$ cat config.mk
export PLATFORM = sky130hd
export DESIGN_NAME = apb_master_flat
export DESIGN_NICKNAME = d
export VERILOG_FILES = /design/src/rtl/apb_master_if.sv /design/src/rtl/apb_master.sv /design/src/flat_wrapper.sv
export SDC_FILE = /design/constraint.sdc
export NUM_CORES = 1
export LEC_CHECK = 0
export BUFFER_PORTS_ARGS = -buffer_cell sky130_fd_sc_hd__buf_2
export CAP_MARGIN = 20
export CELL_PAD_IN_SITES_DETAIL_PLACEMENT = 0
export CELL_PAD_IN_SITES_GLOBAL_PLACEMENT = 1
export CORE_ASPECT_RATIO = 0.7
export CORE_UTILIZATION = 35
export DETAILED_ROUTE_END_ITERATION = 12
export PLACE_DENSITY_LB_ADDON = 0.1
export SLEW_MARGIN = 0
export SYNTH_ARGS = -nofsm -noshare
export SYNTH_HDL_FRONTEND = slang
export SYNTH_SLANG_ARGS = --single-unit
export TNS_END_PERCENT = 1
$ cat constraint.sdc
create_clock -name pclk -period 1.8 [get_ports pclk]
set_clock_uncertainty 0.05 [all_clocks]
set_input_delay 0.18 -clock pclk [delete_from_list [all_inputs] [get_ports pclk]]
set_output_delay 0.18 -clock pclk [all_outputs]
set_load 0.02 [all_outputs]
$ cat src/rtl/apb_master_if.sv
`default_nettype none
`timescale 1ns/1ps
// ============================================================================
// Module      : apb_master_if
// Description : Bundles the command/response request port and the APB bus
//               of the APB requester.
//               master modport : view taken by apb_master (drives APB, rsp_*)
//               slave modport  : view taken by the initiator/peripheral side
//   cmd_valid/cmd_ready/cmd_write/cmd_addr/cmd_wdata : single-transfer command
//   rsp_valid/rsp_rdata/rsp_err/rsp_timeout          : completion strobe + status
//   paddr/psel/penable/pwrite/pwdata/prdata/pready/pslvrr : APB bus
// Revision    : 1.0 - initial release
// ============================================================================
interface apb_master_if #(
  parameter int ADDR_WIDTH = 6,
  parameter int DATA_WIDTH = 32
);
  logic                  cmd_valid;
  logic                  cmd_ready;
  logic                  cmd_write;
  logic [ADDR_WIDTH-1:0] cmd_addr;
  logic [DATA_WIDTH-1:0] cmd_wdata;
  logic                  rsp_valid;
  logic [DATA_WIDTH-1:0] rsp_rdata;
  logic                  rsp_err;
  logic                  rsp_timeout;
  logic [ADDR_WIDTH-1:0] paddr;
  logic                  psel;
  logic                  penable;
  logic                  pwrite;
  logic [DATA_WIDTH-1:0] pwdata;
  logic [DATA_WIDTH-1:0] prdata;
  logic                  pready;
  logic                  pslvrr;

  modport master (
    input  cmd_valid, cmd_write, cmd_addr, cmd_wdata, prdata, pready, pslvrr,
    output cmd_ready, rsp_valid, rsp_rdata, rsp_err, rsp_timeout,
           paddr, psel, penable, pwrite, pwdata
  );

  modport slave (
    output cmd_valid, cmd_write, cmd_addr, cmd_wdata, prdata, pready, pslvrr,
    input  cmd_ready, rsp_valid, rsp_rdata, rsp_err, rsp_timeout,
           paddr, psel, penable, pwrite, pwdata
  );
endinterface
`default_nettype wire

$ cat src/rtl/apb_master.sv
`default_nettype none
`timescale 1ns/1ps
// ============================================================================
// Module      : apb_master
// Description : APB requester. Converts single valid/ready commands into APB
//               SETUP/ACCESS sequences, returns read data and error status on
//               a one-cycle rsp_valid strobe, and aborts transfers whose
//               ACCESS phase sees pready low for TIMEOUT cycles.
// Ports       : pclk   - bus clock, rising edge
//               preset - asynchronous active-low reset
//               bus    - apb_master_if.master (command, response, APB bus)
// Revision    : 1.0 - initial release
// ============================================================================
module apb_master #(
  parameter int ADDR_WIDTH = 6,
  parameter int DATA_WIDTH = 32,
  parameter int TIMEOUT    = 16
) (
  input  logic          pclk,
  input  logic          preset,
  apb_master_if.master  bus
);

  localparam int CNT_WIDTH = $clog2(TIMEOUT);
  // Abort happens when the counter reaches this value, so it never wraps.
  localparam logic [CNT_WIDTH-1:0] CNT_LAST = CNT_WIDTH'(TIMEOUT - 1);

  typedef enum logic [1:0] {
    IDLE   = 2'd0,
    SETUP  = 2'd1,
    ACCESS = 2'd2
  } state_t;

  state_t               state;
  logic [CNT_WIDTH-1:0] wait_cnt;

  always_ff @(posedge pclk or negedge preset) begin
    if (!preset) begin
      state           <= IDLE;
      wait_cnt        <= '0;
      bus.cmd_ready   <= 1'b1;
      bus.psel        <= 1'b0;
      bus.penable     <= 1'b0;
      bus.pwrite      <= 1'b0;
      bus.paddr       <= {ADDR_WIDTH{1'b0}};
      bus.pwdata      <= {DATA_WIDTH{1'b0}};
      bus.rsp_valid   <= 1'b0;
      bus.rsp_err     <= 1'b0;
      bus.rsp_timeout <= 1'b0;
      bus.rsp_rdata   <= {DATA_WIDTH{1'b0}};
    end else begin
      // Completion strobe lasts exactly one cycle; status fields hold.
      bus.rsp_valid <= 1'b0;
      case (state)
        IDLE: begin
          if (bus.cmd_valid) begin
            // pwdata is loaded on reads too; the slave ignores it.
            bus.pwrite    <= bus.cmd_write;
            bus.paddr     <= bus.cmd_addr;
            bus.pwdata    <= bus.cmd_wdata;
            bus.psel      <= 1'b1;
            bus.penable   <= 1'b0;
            bus.cmd_ready <= 1'b0;
            state         <= SETUP;
          end
        end
        SETUP: begin
          bus.penable <= 1'b1;
          wait_cnt    <= '0;
          state       <= ACCESS;
        end
        ACCESS: begin
          // pready is checked first so it wins over a coincident timeout.
          if (bus.pready) begin
            bus.psel        <= 1'b0;
            bus.penable     <= 1'b0;
            bus.cmd_ready   <= 1'b1;
            bus.rsp_valid   <= 1'b1;
            bus.rsp_err     <= bus.pslvrr;
            bus.rsp_timeout <= 1'b0;
            bus.rsp_rdata   <= bus.pwrite ? {DATA_WIDTH{1'b0}} : bus.prdata;
            state           <= IDLE;
          end else if (wait_cnt == CNT_LAST) begin
            bus.psel        <= 1'b0;
            bus.penable     <= 1'b0;
            bus.cmd_ready   <= 1'b1;
            bus.rsp_valid   <= 1'b1;
            bus.rsp_err     <= 1'b1;
            bus.rsp_timeout <= 1'b1;
            bus.rsp_rdata   <= {DATA_WIDTH{1'b0}};
            state           <= IDLE;
          end else begin
            wait_cnt <= wait_cnt + 1'b1;
          end
        end
        default: begin
          // Unreachable encoding: fall back to an idle, deselected bus.
          bus.psel      <= 1'b0;
          bus.penable   <= 1'b0;
          bus.cmd_ready <= 1'b1;
          state         <= IDLE;
        end
      endcase
    end
  end

endmodule
`default_nettype wire

$ cat src/flat_wrapper.sv
// flat-port wrapper written by rule: the top's interface ports become plain ports
module apb_master_flat 
#(
  parameter int ADDR_WIDTH = 6,
  parameter int DATA_WIDTH = 32,
  parameter int TIMEOUT    = 16
)
  (pclk, preset, bus_cmd_valid, bus_cmd_write, bus_cmd_addr, bus_cmd_wdata, bus_prdata, bus_pready, bus_pslvrr, bus_cmd_ready, bus_rsp_valid, bus_rsp_rdata, bus_rsp_err, bus_rsp_timeout, bus_paddr, bus_psel, bus_penable, bus_pwrite, bus_pwdata);
  apb_master_if #(.ADDR_WIDTH(ADDR_WIDTH), .DATA_WIDTH(DATA_WIDTH)) bus_i ();
  input  logic pclk;
  input  logic preset;
  input wire logic [$bits(bus_i.cmd_valid)-1:0] bus_cmd_valid;
  input wire logic [$bits(bus_i.cmd_write)-1:0] bus_cmd_write;
  input wire logic [$bits(bus_i.cmd_addr)-1:0] bus_cmd_addr;
  input wire logic [$bits(bus_i.cmd_wdata)-1:0] bus_cmd_wdata;
  input wire logic [$bits(bus_i.prdata)-1:0] bus_prdata;
  input wire logic [$bits(bus_i.pready)-1:0] bus_pready;
  input wire logic [$bits(bus_i.pslvrr)-1:0] bus_pslvrr;
  output wire logic [$bits(bus_i.cmd_ready)-1:0] bus_cmd_ready;
  output wire logic [$bits(bus_i.rsp_valid)-1:0] bus_rsp_valid;
  output wire logic [$bits(bus_i.rsp_rdata)-1:0] bus_rsp_rdata;
  output wire logic [$bits(bus_i.rsp_err)-1:0] bus_rsp_err;
  output wire logic [$bits(bus_i.rsp_timeout)-1:0] bus_rsp_timeout;
  output wire logic [$bits(bus_i.paddr)-1:0] bus_paddr;
  output wire logic [$bits(bus_i.psel)-1:0] bus_psel;
  output wire logic [$bits(bus_i.penable)-1:0] bus_penable;
  output wire logic [$bits(bus_i.pwrite)-1:0] bus_pwrite;
  output wire logic [$bits(bus_i.pwdata)-1:0] bus_pwdata;
  assign bus_i.cmd_valid = bus_cmd_valid;
  assign bus_i.cmd_write = bus_cmd_write;
  assign bus_i.cmd_addr = bus_cmd_addr;
  assign bus_i.cmd_wdata = bus_cmd_wdata;
  assign bus_i.prdata = bus_prdata;
  assign bus_i.pready = bus_pready;
  assign bus_i.pslvrr = bus_pslvrr;
  assign bus_cmd_ready = bus_i.cmd_ready;
  assign bus_rsp_valid = bus_i.rsp_valid;
  assign bus_rsp_rdata = bus_i.rsp_rdata;
  assign bus_rsp_err = bus_i.rsp_err;
  assign bus_rsp_timeout = bus_i.rsp_timeout;
  assign bus_paddr = bus_i.paddr;
  assign bus_psel = bus_i.psel;
  assign bus_penable = bus_i.penable;
  assign bus_pwrite = bus_i.pwrite;
  assign bus_pwdata = bus_i.pwdata;
  apb_master #(.ADDR_WIDTH(ADDR_WIDTH), .DATA_WIDTH(DATA_WIDTH), .TIMEOUT(TIMEOUT)) u_core (.pclk(pclk), .preset(preset), .bus(bus_i));
endmodule
Yosys cells after proc, flatten, opt, wreduce, memory -nomap -nowiden:

Index checks and enable logic that the tools add are counted.

* register bits: 83
* input bits: 76
* output and inout bits: 77
* word-level logic and storage cells: 53

* $add $sub $neg: 1
* equal/unequal tests: 7
* mux-type cells: 24
* bitwise logic cells: 1
* reduce and logical (&&, ||, !) cells: 8

Operators by type and width (count)
* $mux W32: 3
* $mux W1: 11
* $pmux W1 S3: 3
* $mux W4: 2
* $pmux W4 S2: 1
* $mux W2: 3
* $ne A2 B2 Y1 const B: 3
* $pmux W2 S3: 1
* $reduce_and A2 Y1: 3
* $reduce_and A3 Y1: 2
* $add A4 B1 Y4 const B: 1
* $eq A4 B4 Y1 const B: 1
* $reduce_bool A2 Y1: 2
* $ne A3 B2 Y1 const B: 1
* $eq A2 B1 Y1 const B: 1
* $eq A2 B2 Y1 const B: 1
* $logic_not A2 Y1: 1
* $not A1 Y1: 1

Longest topological paths before layout:

* word-level depth: 4
* depth in mapped cells: 5
* mapped depth without buffers: 5

Worst setup path after synthesis:

Ideal clock, no wire load.

* path type: reg-to-reg
* start: register, netlist name u_core.bus.penable
* end: register u_core.bus.pwdata[0] in the netlist's numbering
* setup time: 0.125 ns
* arrival: 1.344 ns
* data required time: 1.625 ns
* setup slack: 0.281 ns
* cell stages (with the launch flop): 4
* clock period less this slack: 1.519 ns
* path through: dfrtp_1 > nor3b_4 > buf_6 > mux2_2

RTL lines
* end signal: assignment: line apb_master.sv:46 `bus.pwdata <= {DATA_WIDTH{1'b0}};`
* end signal: assignment: line apb_master.sv:60 `bus.pwdata <= bus.cmd_wdata;`
* end: declaration: line apb_master_if.sv:39 `paddr, psel, penable, pwrite, pwdata`

Worst setup path in the final report:

* start: register u_core.wait_cnt[0]
* end: register u_core.bus.rsp_rdata[7]

* longest elaborated chain between the ends: 3

RTL lines
* start: declaration: line apb_master.sv:35 `logic [CNT_WIDTH-1:0] wait_cnt;`
* start signal: assignment: line apb_master.sv:93 `wait_cnt <= wait_cnt + 1'b1;`
* $eq A4 B4 Y1: line apb_master.sv:83 `end else if (wait_cnt == CNT_LAST) begin`
* $reduce_bool A2 Y1 (no source line)
* $reduce_and A2 Y1 (no source line)
* end signal: assignment: line apb_master.sv:50 `bus.rsp_rdata <= {DATA_WIDTH{1'b0}};`
* end signal: assignment: line apb_master.sv:81 `bus.rsp_rdata <= bus.pwrite ? {DATA_WIDTH{1'b0}} : bus.prdata;`
* end signal: assignment: line apb_master.sv:90 `bus.rsp_rdata <= {DATA_WIDTH{1'b0}};`
* end: declaration: line apb_master_if.sv:38 `output cmd_ready, rsp_valid, rsp_rdata, rsp_err, rsp_timeout,`

No other way between the ends.
A chain may end at the register's enable or synchronous reset.

==> impl_metrics.json <==
{
  "status": "complete, no violations",
  "grt_overflow": 0,
  "grtUsageTotal_pct": 15.5,
  "ys.flop_type": "dfrtp_1",
  "min_from": "bus_prdata[9]",
  "power_density_nw_per_um2": 1950,
  "hold_violations": 0,
  "finalHoldWorstSlack_ns": 0.0116,
  "synth_seq_cells": 82,
  "h-tree-depth": 3,
  "final_layout_size_suffix_gt1_share_pct": 59.1,
  "viasPerCell": 4.64,
  "clk_latency_ns": 0.33,
  "fin_cells": 492,
  "ys_types": 35,
  "grt_pass1_vias": 2143,
  "layout_min_cycle_time_ns": 1.60,
  "rsz0062_at_grt": "false",
  "netlist_area_um2": 3150,
  "io_pins": 153,
  "gp_congestion": 0.742,
  "required_ns": 2.01,
  "root_buffer": "clkbuf_16",
  "async_flop_share_pct": 100,
  "fp.dieH_um": 81.4,
  "crit_slowest_cell": "dfrtp_1",
  "antenna_found_initial": 0,
  "vdd_drop_max_mv": 0.866,
  "endpoint_kind": "register",
  "post_cts_buffers": 0,
  "design.die.area_um2": 9390,
  "syn-num-nets": 281,
  "drt_iter0_drc": 93,
  "maxSlewHeadroom_pct": 71.7,
  "crit_chain": "ha_1 > and3_1 > o21ai_2 > buf_4 > a22o_1",
  "crit_fanout": 17,
  "row_count": 28,
  "tightest_slew_ns": 0.423,
  "drc": 0,
  "fin_nets": 444,
  "fin_crit_sh_pct": 88.7,
  "p_leak_nw": 2.24,
  "cts_tree": "yes",
  "ant_nets": 0,
  "n_antenna_cell": 0,
  "start_util_pct": 36.7,
  "worst-setup-path-type": "reg2reg",
  "grt_max_degree": 40,
  "fmax_mhz": 627,
  "startpoint": "u_core.wait_cnt[0]",
  "clock_sinks": 82,
  "finalSetupTns_ns": 0,
  "setup_viol_count_final": 0,
  "yosys_warnings": 0,
  "r2r_cells": 5,
  "post_cts_resized": 0,
  "worst_setup_path_start_kind": "register",
  "wirelength_mm": 6.98,
  "grt_pass1_wl_mm": 10.8,
  "netlist_instances": 204,
  "cts_buffers": 9,
  "synth-seq-area-share_pct": 65.2,
  "die_width_um": 115,
  "slowest_delay_ns": 0.42,
  "syn_to_final_growth_pct": 39.3,
  "wl_per_cell_um": 14.2,
  "holdCritPathClass": "in2reg",
  "arrival_ns": 1.81,
  "core_um2": 8580,
  "reg2reg_from": "u_core.wait_cnt[0]",
  "first_pass_iters": 4,
  "synth_edf_count": 0,
  "slew_viol_final": 0,
  "holdPathStages": 2,
  "clkTransAtPathRegs_ns": 0.06,
  "vias": 2283,
  "clk_path_buf_depth": 2,
  "maxCapViolations": 0,
  "avgSynthCellArea_um2": 15.4,
  "dpl.hpwl_mm": 5.04,
  "io_buffers": 152,
  "dp_cells": 473,
  "holdBufCountCts": 3
}
[kinds of logic (layout without fill, tap and decap cells)]
family,count (synthesis),in the layout,synth area share [%]
AOI/OAI and AO/OA,48,48,12.7
adders and majority gates,2,2,0.715
buffers and inverters,16,184,4.01
DFF,82,82,65.2
muxes,39,39,13.9
and+or+nand+nor,17,17,3.50
[per-layer routing]
layer | global-route usage (%) | routed length [um]
met4 | 6.62 | 71
met5 | 0 | 0
met2 | 24.4 | 3270
met1 | 19.7 | 3110
met3 | 5.15 | 532
[where the power goes]
part           internal [mW]  switching, mW  total, mW  leakage (nW)
Combinational           1.54           2.05       3.59          1.08
Clock                   1.15          0.692       1.84         0.145
Sequential              2.72          0.423       3.14          1.01
[critical path, delay by kind of cell (launching register included)]
family | cells | cell delay, ns
simple gates | 1 | 0.20
fa+ha+maj | 1 | 0.26
compound gates | 2 | 0.36
flops | 1 | 0.42
buf+inv | 1 | 0.25
[final cells by class]
cell class | instances | area (um^2)
flip-flops and latches | 82 | 2050
clock buffers | 12 | 256
well taps | 120 | 150
multi-input cells | 106 | 973
inverters | 3 | 11.3
repair buffers | 165 | 893
clock inverters | 4 | 50.0
fillers | 758 | 4200
[flip-flops by register name, summed over array words and instances (netlist names)]
signal	flops
u_core.bus.cmd_ready	1
u_core.bus.pwrite	1
u_core.state	1
u_core.bus.rsp_err	1
u_core.bus.rsp_timeout	1
u_core.bus.pwdata	32
u_core.bus.paddr	6
u_core.bus.psel	1
u_core.bus.penable	1
u_core.wait_cnt	4
u_core.bus.rsp_valid	1
u_core.bus.rsp_rdata	32
[stage by stage]
step | setup WS, ns | util (%) | total power [mW] | cell area (um^2)
5_1_grt | 0.0984 | 51.1 | 9.14 | 4390
6_report | 0.204 | 51.1 | 8.57 | 4390
3_5_place_dp | 0.230 | 47.2 | 6.81 | 4050
3_3_place_gp | 0.282 | 47.2 | 6.78 | 4050
2_1_floorplan | 0.281 | - | 5.56 | 3150
4_1_cts | 0.198 | 51.1 | 8.70 | 4390
[synth_stat cells (2+ instances only)]
master    count  area [um^2]
dfrtp_1      81         2030
mux2_2       37          417
buf_6         8         90.1
a21oi_1       3         15.0
nor2_1        3         11.3
a31oi_1       2         12.5
a211oi_1      2         15.0
mux2_1        2         22.5
nand2_1       3         11.3
a22o_1       33          289
inv_1         3         11.3
buf_2         4         20.0
[worst paths after layout]
kind	slack, ns	to
max	0.20	u_core.bus.rsp_rdata[7]
min	0.01	u_core.bus.rsp_rdata[9]
max reg2reg	0.20	u_core.bus.rsp_rdata[7]
min reg2reg	0.43	u_core.bus.pwdata[31]
max in group asynchronous	0.82	u_core.bus.cmd_ready
min in group asynchronous	0.25	u_core.wait_cnt[2]
[layout by cell type, fill, tap and decap left out, drive strengths merged]
cell / count
buf: 162
dfrtp: 81
mux2: 39
a22o: 33
clkbuf: 12
inv: 3
nand2: 3
a21oi: 3
dlygate4sd3: 3
nor2: 3
a31oi: 2
a211oi: 2
clkinvlp: 2
o21ai: 2
and3: 1
and2b: 1
nand3b: 1
nor3b: 1
nand2b: 1
nor4: 1
and2: 1
a31o: 1
nand3: 1
o41ai: 1
a21o: 1
nor2b: 1
a311o: 1
and4b: 1
nand4: 1
maj3: 1
o211a: 1
o22a: 1
ha: 1
bufinv: 1
clkinv: 1
dfstp: 1
Note: power is estimated with default switching activity, not from simulation.
